--- config.mk ---
export PLATFORM = sky130hd
export DESIGN_NAME = alu_instr_sequencer
export DESIGN_NICKNAME = d
export VERILOG_FILES = /design/src/rtl/cpu_defs_pkg.sv /design/src/rtl/reg_field_decoder.sv /design/src/rtl/alu_instr_sequencer.sv
export SDC_FILE = /design/constraint.sdc
export NUM_CORES = 1
export LEC_CHECK = 0
export BUFFER_PORTS_ARGS = -buffer_cell sky130_fd_sc_hd__buf_2
export CAP_MARGIN = 20
export CORE_UTILIZATION = 37
export DETAILED_ROUTE_END_ITERATION = 10
export PLACE_DENSITY = 0.79
export SLEW_MARGIN = 25
export SYNTH_ARGS = -nofsm -noshare
export SYNTH_HDL_FRONTEND = slang
export SYNTH_HIERARCHICAL = 1
export SYNTH_SLANG_ARGS = --single-unit
--- constraint.sdc ---
create_clock -name clk -period 3.6 [get_ports clk]
set_input_delay 0.54 -clock clk [delete_from_list [all_inputs] [get_ports clk]]
set_output_delay 0.54 -clock clk [all_outputs]
set_load 0.02 [all_outputs]
--- src/rtl/cpu_defs_pkg.sv ---
// rtl/cpu_defs_pkg.sv - shared opcodes, IR fields, state encoding and alu_op indices
package cpu_defs_pkg;

  localparam int OPC_W    = 5;
  localparam int RF_W     = 4;
  localparam int NUM_REGS = 16;
  localparam int ALU_W    = 13;

  // IR field bit positions
  localparam int OPC_MSB = 31;
  localparam int OPC_LSB = 27;
  localparam int RA_MSB  = 26;
  localparam int RA_LSB  = 23;
  localparam int RB_MSB  = 22;
  localparam int RB_LSB  = 19;
  localparam int RC_MSB  = 18;
  localparam int RC_LSB  = 15;

  // Opcodes
  localparam logic [OPC_W-1:0] OPC_ADD  = 5'b00011;
  localparam logic [OPC_W-1:0] OPC_SUB  = 5'b00100;
  localparam logic [OPC_W-1:0] OPC_AND  = 5'b00101;
  localparam logic [OPC_W-1:0] OPC_OR   = 5'b00110;
  localparam logic [OPC_W-1:0] OPC_ROR  = 5'b00111;
  localparam logic [OPC_W-1:0] OPC_ROL  = 5'b01000;
  localparam logic [OPC_W-1:0] OPC_SHR  = 5'b01001;
  localparam logic [OPC_W-1:0] OPC_SHRA = 5'b01010;
  localparam logic [OPC_W-1:0] OPC_SHL  = 5'b01011;
  localparam logic [OPC_W-1:0] OPC_DIV  = 5'b01111;
  localparam logic [OPC_W-1:0] OPC_MUL  = 5'b10000;
  localparam logic [OPC_W-1:0] OPC_NEG  = 5'b10001;
  localparam logic [OPC_W-1:0] OPC_NOT  = 5'b10010;

  // alu_op bit indices
  localparam int ALU_AND  = 0;
  localparam int ALU_OR   = 1;
  localparam int ALU_ADD  = 2;
  localparam int ALU_SUB  = 3;
  localparam int ALU_MUL  = 4;
  localparam int ALU_DIV  = 5;
  localparam int ALU_SHR  = 6;
  localparam int ALU_SHRA = 7;
  localparam int ALU_SHL  = 8;
  localparam int ALU_ROR  = 9;
  localparam int ALU_ROL  = 10;
  localparam int ALU_NEG  = 11;
  localparam int ALU_NOT  = 12;

  typedef enum logic [3:0] {
    ST_IDLE, ST_T0, ST_T1, ST_T2, ST_T3, ST_T4, ST_T5, ST_T6, ST_HALT
  } state_t;

  // Step-sequence family an opcode belongs to
  typedef enum logic [1:0] {
    CLS_ALU3, CLS_MULDIV, CLS_UNARY, CLS_BAD
  } op_class_t;

  function automatic op_class_t op_class(input logic [OPC_W-1:0] opc);
    case (opc)
      OPC_ADD, OPC_SUB, OPC_AND, OPC_OR, OPC_ROR,
      OPC_ROL, OPC_SHR, OPC_SHRA, OPC_SHL: op_class = CLS_ALU3;
      OPC_MUL, OPC_DIV:                    op_class = CLS_MULDIV;
      OPC_NEG, OPC_NOT:                    op_class = CLS_UNARY;
      default:                             op_class = CLS_BAD;
    endcase
  endfunction

  function automatic logic [ALU_W-1:0] alu_onehot(input logic [OPC_W-1:0] opc);
    alu_onehot = '0;
    case (opc)
      OPC_AND:  alu_onehot[ALU_AND]  = 1'b1;
      OPC_OR:   alu_onehot[ALU_OR]   = 1'b1;
      OPC_ADD:  alu_onehot[ALU_ADD]  = 1'b1;
      OPC_SUB:  alu_onehot[ALU_SUB]  = 1'b1;
      OPC_MUL:  alu_onehot[ALU_MUL]  = 1'b1;
      OPC_DIV:  alu_onehot[ALU_DIV]  = 1'b1;
      OPC_SHR:  alu_onehot[ALU_SHR]  = 1'b1;
      OPC_SHRA: alu_onehot[ALU_SHRA] = 1'b1;
      OPC_SHL:  alu_onehot[ALU_SHL]  = 1'b1;
      OPC_ROR:  alu_onehot[ALU_ROR]  = 1'b1;
      OPC_ROL:  alu_onehot[ALU_ROL]  = 1'b1;
      OPC_NEG:  alu_onehot[ALU_NEG]  = 1'b1;
      OPC_NOT:  alu_onehot[ALU_NOT]  = 1'b1;
      default:  alu_onehot = '0;
    endcase
  endfunction

endpackage

--- src/rtl/reg_field_decoder.sv ---
// rtl/reg_field_decoder.sv - register field to one-hot select with enable
module reg_field_decoder
  import cpu_defs_pkg::*;
(
  input  logic [RF_W-1:0]     i_field,
  input  logic                i_en,
  output logic [NUM_REGS-1:0] o_onehot
);

  // One-hot of the field when enabled, all-zero otherwise
  always_comb begin
    o_onehot = '0;
    if (i_en) o_onehot[i_field] = 1'b1;
  end

endmodule

--- src/rtl/alu_instr_sequencer.sv ---
// rtl/alu_instr_sequencer.sv - hardwired fetch + ALU instruction control-step sequencer
module alu_instr_sequencer
  import cpu_defs_pkg::*;
(
  input  logic                clk,
  input  logic                reset,
  input  logic                run,
  input  logic [31:0]         ir,
  output logic                PCout,
  output logic                MARin,
  output logic                IncPC,
  output logic                PCin,
  output logic                Read,
  output logic                MDRin,
  output logic                MDRout,
  output logic                IRin,
  output logic                Yin,
  output logic                Zin,
  output logic                Zlowout,
  output logic                Zhighout,
  output logic                HIin,
  output logic                LOin,
  output logic [NUM_REGS-1:0] Rout,
  output logic [NUM_REGS-1:0] Rin,
  output logic [ALU_W-1:0]    alu_op,
  output logic                done,
  output logic                illegal
);

  state_t            r_state;
  state_t            w_next_state;
  state_t            w_after_done;
  logic              r_illegal;
  op_class_t         w_cls;
  logic [ALU_W-1:0]  w_alu;
  logic [RF_W-1:0]   w_ra, w_rb, w_rc;
  logic [RF_W-1:0]   w_rout_sel, w_rin_sel;
  logic              w_rout_en, w_rin_en;
  logic              w_bad_t3;
  logic              w_unused_ir_bits;

  // Fields are only meaningful from T3 onward; ir is held stable until done
  assign w_cls  = op_class(ir[OPC_MSB:OPC_LSB]);
  assign w_alu  = alu_onehot(ir[OPC_MSB:OPC_LSB]);
  assign w_ra   = ir[RA_MSB:RA_LSB];
  assign w_rb   = ir[RB_MSB:RB_LSB];
  assign w_rc   = ir[RC_MSB:RC_LSB];
  assign w_unused_ir_bits = ^ir[RC_LSB-1:0];

  assign w_bad_t3     = (r_state == ST_T3) && (w_cls == CLS_BAD);
  assign w_after_done = run ? ST_T0 : ST_IDLE;
  assign illegal      = r_illegal | w_bad_t3;

  // State register and sticky illegal flag
  always_ff @(posedge clk or negedge reset) begin
    if (!reset) begin
      r_state   <= ST_IDLE;
      r_illegal <= 1'b0;
    end else begin
      r_state <= w_next_state;
      if (w_bad_t3) r_illegal <= 1'b1;
    end
  end

  // Next-state: fixed fetch, then a per-class tail; done steps chain straight to T0 when run is high
  always_comb begin
    w_next_state = r_state;
    case (r_state)
      ST_IDLE: if (run) w_next_state = ST_T0;
      ST_T0:   w_next_state = ST_T1;
      ST_T1:   w_next_state = ST_T2;
      ST_T2:   w_next_state = ST_T3;
      ST_T3:   w_next_state = (w_cls == CLS_BAD) ? ST_HALT : ST_T4;
      ST_T4:   w_next_state = (w_cls == CLS_UNARY) ? w_after_done : ST_T5;
      ST_T5:   w_next_state = (w_cls == CLS_MULDIV) ? ST_T6 : w_after_done;
      ST_T6:   w_next_state = w_after_done;
      ST_HALT: w_next_state = ST_HALT;
      default: w_next_state = ST_IDLE;
    endcase
  end

  // Step strobes decoded from the current state (and the IR class in T3..T6)
  always_comb begin
    PCout = 1'b0; MARin = 1'b0; IncPC = 1'b0; PCin = 1'b0;
    Read = 1'b0; MDRin = 1'b0; MDRout = 1'b0; IRin = 1'b0;
    Yin = 1'b0; Zin = 1'b0; Zlowout = 1'b0; Zhighout = 1'b0;
    HIin = 1'b0; LOin = 1'b0; done = 1'b0;
    alu_op = '0;
    w_rout_en = 1'b0; w_rout_sel = '0;
    w_rin_en = 1'b0; w_rin_sel = '0;
    case (r_state)
      ST_T0: begin PCout = 1'b1; MARin = 1'b1; IncPC = 1'b1; Zin = 1'b1; end
      ST_T1: begin Zlowout = 1'b1; PCin = 1'b1; Read = 1'b1; MDRin = 1'b1; end
      ST_T2: begin MDRout = 1'b1; IRin = 1'b1; end
      ST_T3: begin
        case (w_cls)
          CLS_ALU3:   begin w_rout_en = 1'b1; w_rout_sel = w_rb; Yin = 1'b1; end
          CLS_MULDIV: begin w_rout_en = 1'b1; w_rout_sel = w_ra; Yin = 1'b1; end
          CLS_UNARY:  begin w_rout_en = 1'b1; w_rout_sel = w_rb; alu_op = w_alu; Zin = 1'b1; end
          default:    ;
        endcase
      end
      ST_T4: begin
        case (w_cls)
          CLS_ALU3:   begin w_rout_en = 1'b1; w_rout_sel = w_rc; alu_op = w_alu; Zin = 1'b1; end
          CLS_MULDIV: begin w_rout_en = 1'b1; w_rout_sel = w_rb; alu_op = w_alu; Zin = 1'b1; end
          CLS_UNARY:  begin Zlowout = 1'b1; w_rin_en = 1'b1; w_rin_sel = w_ra; done = 1'b1; end
          default:    ;
        endcase
      end
      ST_T5: begin
        case (w_cls)
          CLS_ALU3:   begin Zlowout = 1'b1; w_rin_en = 1'b1; w_rin_sel = w_ra; done = 1'b1; end
          CLS_MULDIV: begin Zlowout = 1'b1; LOin = 1'b1; end
          default:    ;
        endcase
      end
      ST_T6: begin Zhighout = 1'b1; HIin = 1'b1; done = 1'b1; end
      default: ;
    endcase
  end

  reg_field_decoder u_rout_dec (
    .i_field  (w_rout_sel),
    .i_en     (w_rout_en),
    .o_onehot (Rout)
  );

  reg_field_decoder u_rin_dec (
    .i_field  (w_rin_sel),
    .i_en     (w_rin_en),
    .o_onehot (Rin)
  );

endmodule
## Word-level counts from Yosys, hierarchy flattened

Memory sizes are Yosys's and may differ from the RTL's.
Cells that the tools add are included.

- Memories: 1
- Latch bits: 0
- Flip-flop bits (word level): 5
- Word-level logic and storage cells: 91
- Memory bits (read-only): 64
- Memory bits (writable): 0

Memories:

| name | depth | bits a word | rd ports | clocked after Yosys merged registers in | wr ports | line | text |
|---|---|---|---|---|---|---|---|
| (name not given) | 32 | 2 | 1 | 0 | 0 | cpu_defs_pkg.sv:59 | `case (opc)` |

- Multiply operators: 0
- Div/mod/pow operators: 0
- Reductions and logical operators: 8
- Bitwise operators: 1
- Eq/ne operators: 25
- Multiplexer cells: 50
- Shifts and indexed selects: 0
- $lt $le $gt $ge: 4
- Add/sub/neg operators: 0

Operators by type and width:

| cell | count |
|---|---|
| one-hot mux 4 bit (9 select lines) | 1 |
| 2-to-1 mux 16 bit | 2 |
| one-hot mux 4 bit (2 select lines) | 4 |
| 2-to-1 mux 1 bit | 27 |
| 2-to-1 mux 13 bit | 2 |
| one-hot mux 13 bit (2 select lines) | 1 |
| == test 5 x 4 -> 1 bit, second input constant | 5 |
| == test 5 x 3 -> 1 bit, second input constant | 4 |
| == test 4 x 3 -> 1 bit, second input constant | 4 |
| 2-to-1 mux 4 bit | 4 |
| == test 5 bit, second input constant | 3 |
| < comparator 4 x 5 -> 1 bit, second input constant | 2 |
| one-hot mux 1 bit (3 select lines) | 3 |
| demux 1 bit (select 4 bit) | 2 |
| == test 4 x 2 -> 1 bit, second input constant | 2 |
| >= comparator 4 x 1 -> 1 bit, second input constant | 2 |
| 2-to-1 mux 3 bit | 2 |
| == test 5 x 2 -> 1 bit, second input constant | 1 |
| == test 2 bit, second input constant | 2 |
| == test 4 x 1 -> 1 bit, second input constant | 1 |
| == test 4 bit, second input constant | 1 |
| logical NOT 4 bit | 1 |
| one-hot mux 1 bit (2 select lines) | 2 |
| OR reduction 2 bit | 2 |
| 6 further kinds | 8 |

## Depth between registers and ports, before layout

Gate-level depths: netlist of the first run.
An unclocked memory read counts as a cell.

- Word-level depth: 10
- Depth in mapped cells: 9

## Cells and area by module

Netlist of the first run, hierarchy kept.

By module, submodules not included:

| module | seq. area each (um2) | cells an instance | area an instance (um2) | times used |
|---|---|---|---|---|
| alu_instr_sequencer | 125.1 | 137 | 992.2 | 1 |
| reg_field_decoder (u_rin_dec) | 0.0 | 23 | 120.1 | 1 |
| reg_field_decoder (u_rout_dec) | 0.0 | 23 | 117.6 | 1 |

## Worst setup path before layout of the first run

No wires, ideal clock.

- Path type: input -> output
- Start point: input ir[27]
- End point: output Rout[12]
- Data arrival time: 2789 ps
- Stages: 9
- Data required time: 3060 ps
- Setup slack: 271 ps
- Path through: inv_1 ha_1 nand3b_1 a21oi_2 o21ai_0 or3_1 o221ai_1 nand3_1 nor3_1

- Longest elaborated chain between the ends: 10

RTL lines:

| item | line | text |
|---|---|---|
| start: declaration | alu_instr_sequencer.sv:8 | `input logic [31:0] ir,` |
| memory (32 x 2 bit) * | -- |  |
| == test 2 bit or logical NOT 2 bit (tied branches) | alu_instr_sequencer.sv:96, alu_instr_sequencer.sv:104 |  |
| OR reduction 2 bit (no source line) | -- |  |
| one-hot mux 4 bit (2 select lines) | alu_instr_sequencer.sv:96 | `case (w_cls)` |
| one-hot mux 4 bit (2 select lines) * | alu_instr_sequencer.sv:91 | `case (r_state)` |
| net w_rout_sel[3] | alu_instr_sequencer.sv:37 | `logic [RF_W-1:0] w_rout_sel, w_rin_sel;` |
| < comparator 4 x 5 -> 1 bit (implied by the code) or >= comparator 4 x 1 -> 1 bit (tied branches) | reg_field_decoder.sv:13 | `if (i_en) o_onehot[i_field] = 1'b1;` |
| logical AND 1 bit (implied by the code) | reg_field_decoder.sv:13 |  |
| 2-to-1 mux 1 bit (implied by the code) | reg_field_decoder.sv:13 |  |
| demux 1 bit (select 4 bit) * | -- |  |
| 2-to-1 mux 16 bit * | reg_field_decoder.sv:13 |  |
| end: declaration | alu_instr_sequencer.sv:23 | `output logic [NUM_REGS-1:0] Rout,` |

The timed path passes the listed nets; every way through them passes the cells marked *.

## Worst setup path in the final report of the first run

Same ends and word-level chain as after synthesis.

==> run_results.csv, run 1 <==
group,metric,value,unit
outcome,status,"complete, no violations",
setup_path,critPathRequiredTime,3.06,ns
timing,drv_slew,0,
timing,period_share,96.9,%
timing,finalSetupTns,0,ns
cells_and_area,final_nets,304,
pwr,power_frac_clock,9.7,%
cells_and_area,nFillCells,339,
cells_and_area,drive_gt1_share,42.6,%
synthesis,synth_warnings,6,
clock_tree,cts_buffer_depth,2,
clock_tree,htree_levels,1,
global_route,grt_pass1_wl,5.28,mm
timing,setup_viol,0,
pwr,p_seq_share,17.5,%
floorplan,initial_core_util,39.6,%
floorplan,core,3100,sq um
timing,rsz0062_at_grt,"true",
timing,hold-worst-slack,0.0911,ns
clock_tree,cts_tree,"done",
global_route,grt_max_degree,20,
clock_tree,cts_root_buf,"clkbuf_4",
clock_tree,cts_buffers,3,
timing,hold_viol,0,
drt,wl,3.54,mm
drt,wl_per_cell,11.5,um
timing,worst_pin_slew,0.532,ns
setup_path,cp-start-kind,"primary input",
hold_path,hold_path.class,"in2async",
clock_tree,clk_latency,0.25,ns
synthesis,netlist_area,1230,sq um
floorplan,die_area,3560,sq um
job,cap_violations,0,
synthesis,yosysUniqueCellTypes,46,
timing,fmax,0.287,GHz
drt,drt_iter0_drc,92,
clock_tree,postCtsSetupBuffers,0,
pwr,internal-power,0.000322,W
global_route,grtUsageTotal,18.7,%
synthesis,syn_avg_cell_area,6.72,sq um
synthesis,syn_nets,223,
drt,via_per_inst,5.21,
cells_and_area,fin_util,55.5,%
drt,drc_errors,0,
placement,gp_congestion,0.832,
synthesis,async_flop_share,100,%
pwr,ir_drop,0.145,mV
floorplan,die_x,59.7,um
clock_tree,cts_sinks,5,
synthesis,ys_seq_area_share,10.2,%
pwr,total_power,0.000719,W
synthesis,postSynthCellCount,183,
drt,vias,1601,
floorplan,rows,20,
placement,dp_cells,303,
placement,portBuffers,80,
global_route,antenna_found_initial,0,
cells_and_area,syn_to_final_growth,40.0,%
pwr,p_leak,0.911,nW
setup_path,crit_type,"in2out",
synthesis,ys_ff_latch,5,
global_route,grt-ovfl-total,0,
timing,max_slew_margin,64.5,%
pwr,switchingPower,0.000398,W
global_route,grt_pass1_vias,1205,
timing,post-route-min-period,3.49,ns
timing,worst_clock_skew,0.000704,ns
pwr,switching_share,55.3,%
setup_path,arrival,2.95,ns
floorplan,fp.dieH,59.7,um
drt,first_pass_iters,4,
synthesis,synth-edff-count,0,
setup_path,end_kind,"output port",
synthesis,synth_top_flop_cell,"dfrtp_1",
pwr,powerDensity,418,nW/um^2
cells_and_area,n_antenna_cell,0,
drt,antenna_left,0,
setup_path,r2r_cells,4,
pwr,power_frac_comb,72.8,%
floorplan,pin_count,96,
placement,dp_hpwl,2.83,mm
clock_tree,cts_hold_buf,0,
clock_tree,cts.reportedPaths.clkPinSlew,0.05,ns
cells_and_area,fin_cells,307,
setup_path,cp_max_fo,5,
==> logic make-up (layout without fill, tap and decap cells) <==
logic type | after synthesis | after routing | synth area share, %
flops | 5 | 5 | 10.2
mux | 1 | 1 | 1.12
simple gates | 115 | 115 | 53.0
buf+inv | 24 | 104 | 10.4
fa+ha+maj | 6 | 6 | 5.90
compound gates | 32 | 32 | 19.4
==> through the flow <==
step	worst slack, ns	instance area, sq um
final	0.112	1720
after global routing	-0.0243	1720
after floorplan	0.271	1230
after global placement	0.130	1670
after detailed placement	0.112	1670
after CTS	0.105	1700
==> path summary, 6_finish.rpt <==
kind                                 start          to  slack, ns
worst max-delay path                ir[27]    Rout[12]       0.11
worst min-delay path                 reset  r_state[3]       0.09
worst max register to register  r_state[3]  r_state[3]       2.01
worst min register to register   r_illegal   r_illegal       0.47
max in group asynchronous            reset  r_state[2]       3.38
min in group clk                 r_illegal   r_illegal       0.47
==> critical path: stages <==
cell and delay, ns:
buf_2 0.12, inv_1 0.06, ha_1 0.33, nand3b_1 0.11, a21oi_2 0.08, or2_2 0.35, o41a_1 0.53, o221ai_2 0.26
nand3_1 0.19, nor3_1 0.19, buf_2 0.19
==> cells in the mapped netlist, types with 2 or more instances <==
| cell | count | area (sq um) |
|---|---|---|
| and2_1 | 4 | 25.0 |
| nand4b_1 | 5 | 43.8 |
| nor3_2 | 3 | 30.0 |
| buf_6 | 2 | 22.5 |
| dfrtp_1 | 5 | 125 |
| nor2_1 | 32 | 120 |
| nand3b_1 | 5 | 37.5 |
| and3_1 | 6 | 37.5 |
| nor3_1 | 15 | 75.1 |
| a31oi_1 | 2 | 12.5 |
| a31o_2 | 2 | 17.5 |
| or3b_4 | 2 | 22.5 |
| ha_1 | 5 | 62.6 |
| buf_4 | 6 | 45.0 |
| nor3b_1 | 3 | 22.5 |
| o21a_1 | 2 | 15.0 |
| nand3_1 | 2 | 10.0 |
| nand2b_1 | 9 | 56.3 |
| nand2_1 | 14 | 52.6 |
| o21ai_0 | 5 | 25.0 |
| a21oi_1 | 3 | 15.0 |
| o211ai_1 | 3 | 22.5 |
| o221ai_1 | 4 | 35.0 |
| inv_1 | 10 | 37.5 |
| clkbuf_1 | 6 | 22.5 |
| o22ai_1 | 2 | 12.5 |
| nor4b_1 | 2 | 17.5 |
| nor2b_1 | 5 | 31.3 |
| and4_1 | 2 | 17.5 |
==> power by group through the flow <==
stage                     Combinational, W   Clock, W  Sequential [W]
after global placement            0.000509          0        0.000123
after floorplan                   0.000439          0       0.0000881
after CTS                         0.000516  0.0000721        0.000124
after global routing              0.000568  0.0000737        0.000130
final                             0.000524  0.0000699        0.000126
after detailed placement          0.000514          0        0.000125
==> sequential cells by signal (all words and copies together), names as in the netlist <==
signal     cells
r_illegal      1
r_state        4
==> cell type report <==
cell class / count / area (sq um) / share of cell area (%)
Inverter: 10 / 37.5 / 2.18
Tap cell: 44 / 55.1 / 3.20
Clock buffer: 4 / 26.3 / 1.53
Sequential cell: 5 / 125 / 7.27
Timing Repair Buffer: 90 / 475 / 27.6
Multi-Input combinational cell: 154 / 1000 / 58.2
==> cell usage in the layout (no fill, tap or decap), drive strengths merged, types with 2 or more instances in the layout <==
master / n
nand3b: 5
inv: 10
nand3: 2
nand4b: 5
nand2: 14
buf: 90
nor3: 18
a31o: 2
nor3b: 4
clkbuf: 4
and3: 6
o21a: 2
nand2b: 9
o221ai: 4
o211ai: 3
dfrtp: 5
nor4b: 2
and4: 2
a31oi: 2
and2: 5
nor2: 33
or3b: 2
o22ai: 2
o21ai: 5
nor2b: 5
a21oi: 4
a22oi: 2
ha: 5
==> per-layer routing <==
layer	part of all wire (%)	routed length [um]	global-route usage, %
met5	0	0	0
met4	0.71	25	5.98
met3	3.8	136	0.866
met2	50	1780	31.0
met1	45	1600	26.0
==> timing repair <==
| item | 4_1_cts | 5_1_grt |
|---|---|---|
| hold endpoints to repair | 0 | 0 |
| setup endpoints to repair | 0 | 3 |
| gates resized for setup | 0 | 4 |
Note: power is estimated with default switching activity, not from simulation.
==> run 2, diff against run 1 <==
Settings changed: PLACE_DENSITY 0.79 to 0.86.
==> run 2 against run 1 <==
  * Clock skew up 0.00086 ns
  * Non-clock buffer count unchanged
  * Global-route usage increased by 0.39 points
  * Largest cell class unchanged
==> run_results.csv, run 2 (same netlist as run 1, synthesis figures left out) <==
group,metric,value,unit
placement,portBuffers,80,
pwr,internal-power,0.000321,W
clock_tree,cts_buffer_depth,2,
pwr,p_seq_share,17.5,%
cells_and_area,final_nets,304,
placement,dp_cells,303,
global_route,grt-ovfl-total,0,
cells_and_area,layout_commonest_cell,"buf_2",
timing,worst_pin_slew,0.538,ns
floorplan,rows,20,
setup_path,cp_max_fo,5,
setup_path,arrival,2.85,ns
timing,rsz0062_at_grt,"false",
clock_tree,cts_buffers,3,
cells_and_area,largest_reg_flops,4,
global_route,grt_pass1_vias,1271,
job,cap_violations,0,
floorplan,die_area,3560,sq um
timing,setup_viol,0,
clock_tree,cts_sinks,5,
hold_path,hold_path.class,"in2async",
drt,drt_iter0_drc,69,
timing,post-route-min-period,3.39,ns
clock_tree,cts_root_buf,"clkbuf_4",
floorplan,pin_count,96,
global_route,grtUsageTotal,19.1,%
clock_tree,cts.reportedPaths.clkPinSlew,0.04,ns
cells_and_area,stdcell_area,1720,sq um
pwr,power_frac_clock,9.1,%
cells_and_area,fin_util,55.5,%
timing,max_slew_margin,63.9,%
cells_and_area,fin_cells,307,
floorplan,die_x,59.7,um
timing,worst_clock_skew,0.00156,ns
cells_and_area,layout_common_cells,"buf_2 (80), nor2_1 (32), nor3_1 (15), nand2_1 (14)",
drt,drc_errors,0,
timing,hold_viol,0,
drt,via_per_inst,5.28,
placement,place_area,1670,sq um
pwr,switching_share,55.1,%
pwr,ir_drop,0.160,mV
pwr,p_leak,0.911,nW
timing,fmax,0.295,GHz
floorplan,initial_core_util,39.6,%
clock_tree,clk_latency,0.24,ns
clock_tree,cts_tree,"done",
setup_path,critPathRequiredTime,3.06,ns
timing,finalSetupTns,0,ns
global_route,antenna_found_initial,0,
drt,wl,3.58,mm
setup_path,cp-start-kind,"primary input",
timing,period_share,94.1,%
timing,drv_slew,0,
cells_and_area,drive_gt1_share,42.6,%
cells_and_area,top_regs,"r_state x4, r_illegal x1",
cells_and_area,top_register,"r_state",
global_route,grt_pass1_wl,5.43,mm
cells_and_area,syn_to_final_growth,40.0,%
drt,antenna_left,0,
floorplan,fp.dieH,59.7,um
setup_path,end_kind,"output port",
outcome,status,"complete, no violations",
pwr,powerDensity,415,nW/um^2
drt,vias,1620,
global_route,grt_max_degree,20,
pwr,power_frac_comb,73.5,%
placement,gp_congestion,0.842,
clock_tree,htree_levels,1,
floorplan,core,3100,sq um
drt,first_pass_iters,6,
drt,wl_per_cell,11.7,um
placement,dp_hpwl,2.91,mm
pwr,switchingPower,0.000394,W
setup_path,crit_type,"in2out",
timing,hold-worst-slack,0.101,ns
cells_and_area,n_antenna_cell,0,
## run 2: what timing repair did
item / in CTS / in global routing
endpoints found under the setup margin: 0 / 15
hold buffers: 0 / 0
buffers inserted: 0 / 0
resized for setup: 0 / 4
## run 2: path summary, 6_finish.rpt
| kind | start | endpoint | slack (ns) | cells after the start |
|---|---|---|---|---|
| setup / recovery | ir[27] | Rout[4] | 0.21 | 11 |
| hold / removal | reset | r_state[0] | 0.10 | 1 |
| setup reg to reg | r_state[3] | r_state[3] | 1.96 | 4 |
| hold reg to reg | r_illegal | r_illegal | 0.49 | 1 |
| max in group asynchronous | reset | r_state[3] | 3.37 | 1 |
| min in group clk | r_illegal | r_illegal | 0.49 | 1 |
## run 2: per-layer routing
metal  vias to the layer above  GRT usage (%)  routed length, um
met5                         -              0                  0
met4                         0           5.98                  0
met3                         0          0.649                185
met2                        54           32.4               1850
met1                       754           26.2               1550
li1                        812              -                  -
## run 2: layout make-up
| type | count | area [sq um] |
|---|---|---|
| well taps | 44 | 55.1 |
| clock buffers | 4 | 26.3 |
| fillers | 312 | 1380 |
| inverters | 10 | 37.5 |
| flip-flops and latches | 5 | 125 |
| repair buffers | 90 | 475 |
| multi-input cells | 154 | 1000 |
## run 2: per-stage QoR
stage	power (W)	worst slack, ns
6_report	0.000715	0.211
5_1_grt	0.000773	0.0426
4_1_cts	0.000710	0.0816
3_5_place_dp	0.000640	0.0783
3_3_place_gp	0.000630	0.135
2_1_floorplan	0.000527	0.271
## run 2: power groups by stage
stage	Combinational, W	Sequential (W)	Clock [W]
global placement	0.000507	0.000122	0
global route	0.000570	0.000129	0.0000739
detailed placement	0.000518	0.000122	0
finish	0.000525	0.000125	0.0000650
floorplan	0.000439	0.0000881	0
CTS	0.000519	0.000122	0.0000687
## run 2: worst max-delay path, cell delays in order
cell	delay, ns
buf_2	0.12
inv_1	0.07
ha_1	0.33
nand3b_1	0.11
a21oi_2	0.08
or2_2	0.35
o41a_1	0.43
o221ai_2	0.26
nand3b_1	0.20
nor3_1	0.17
buf_2	0.19
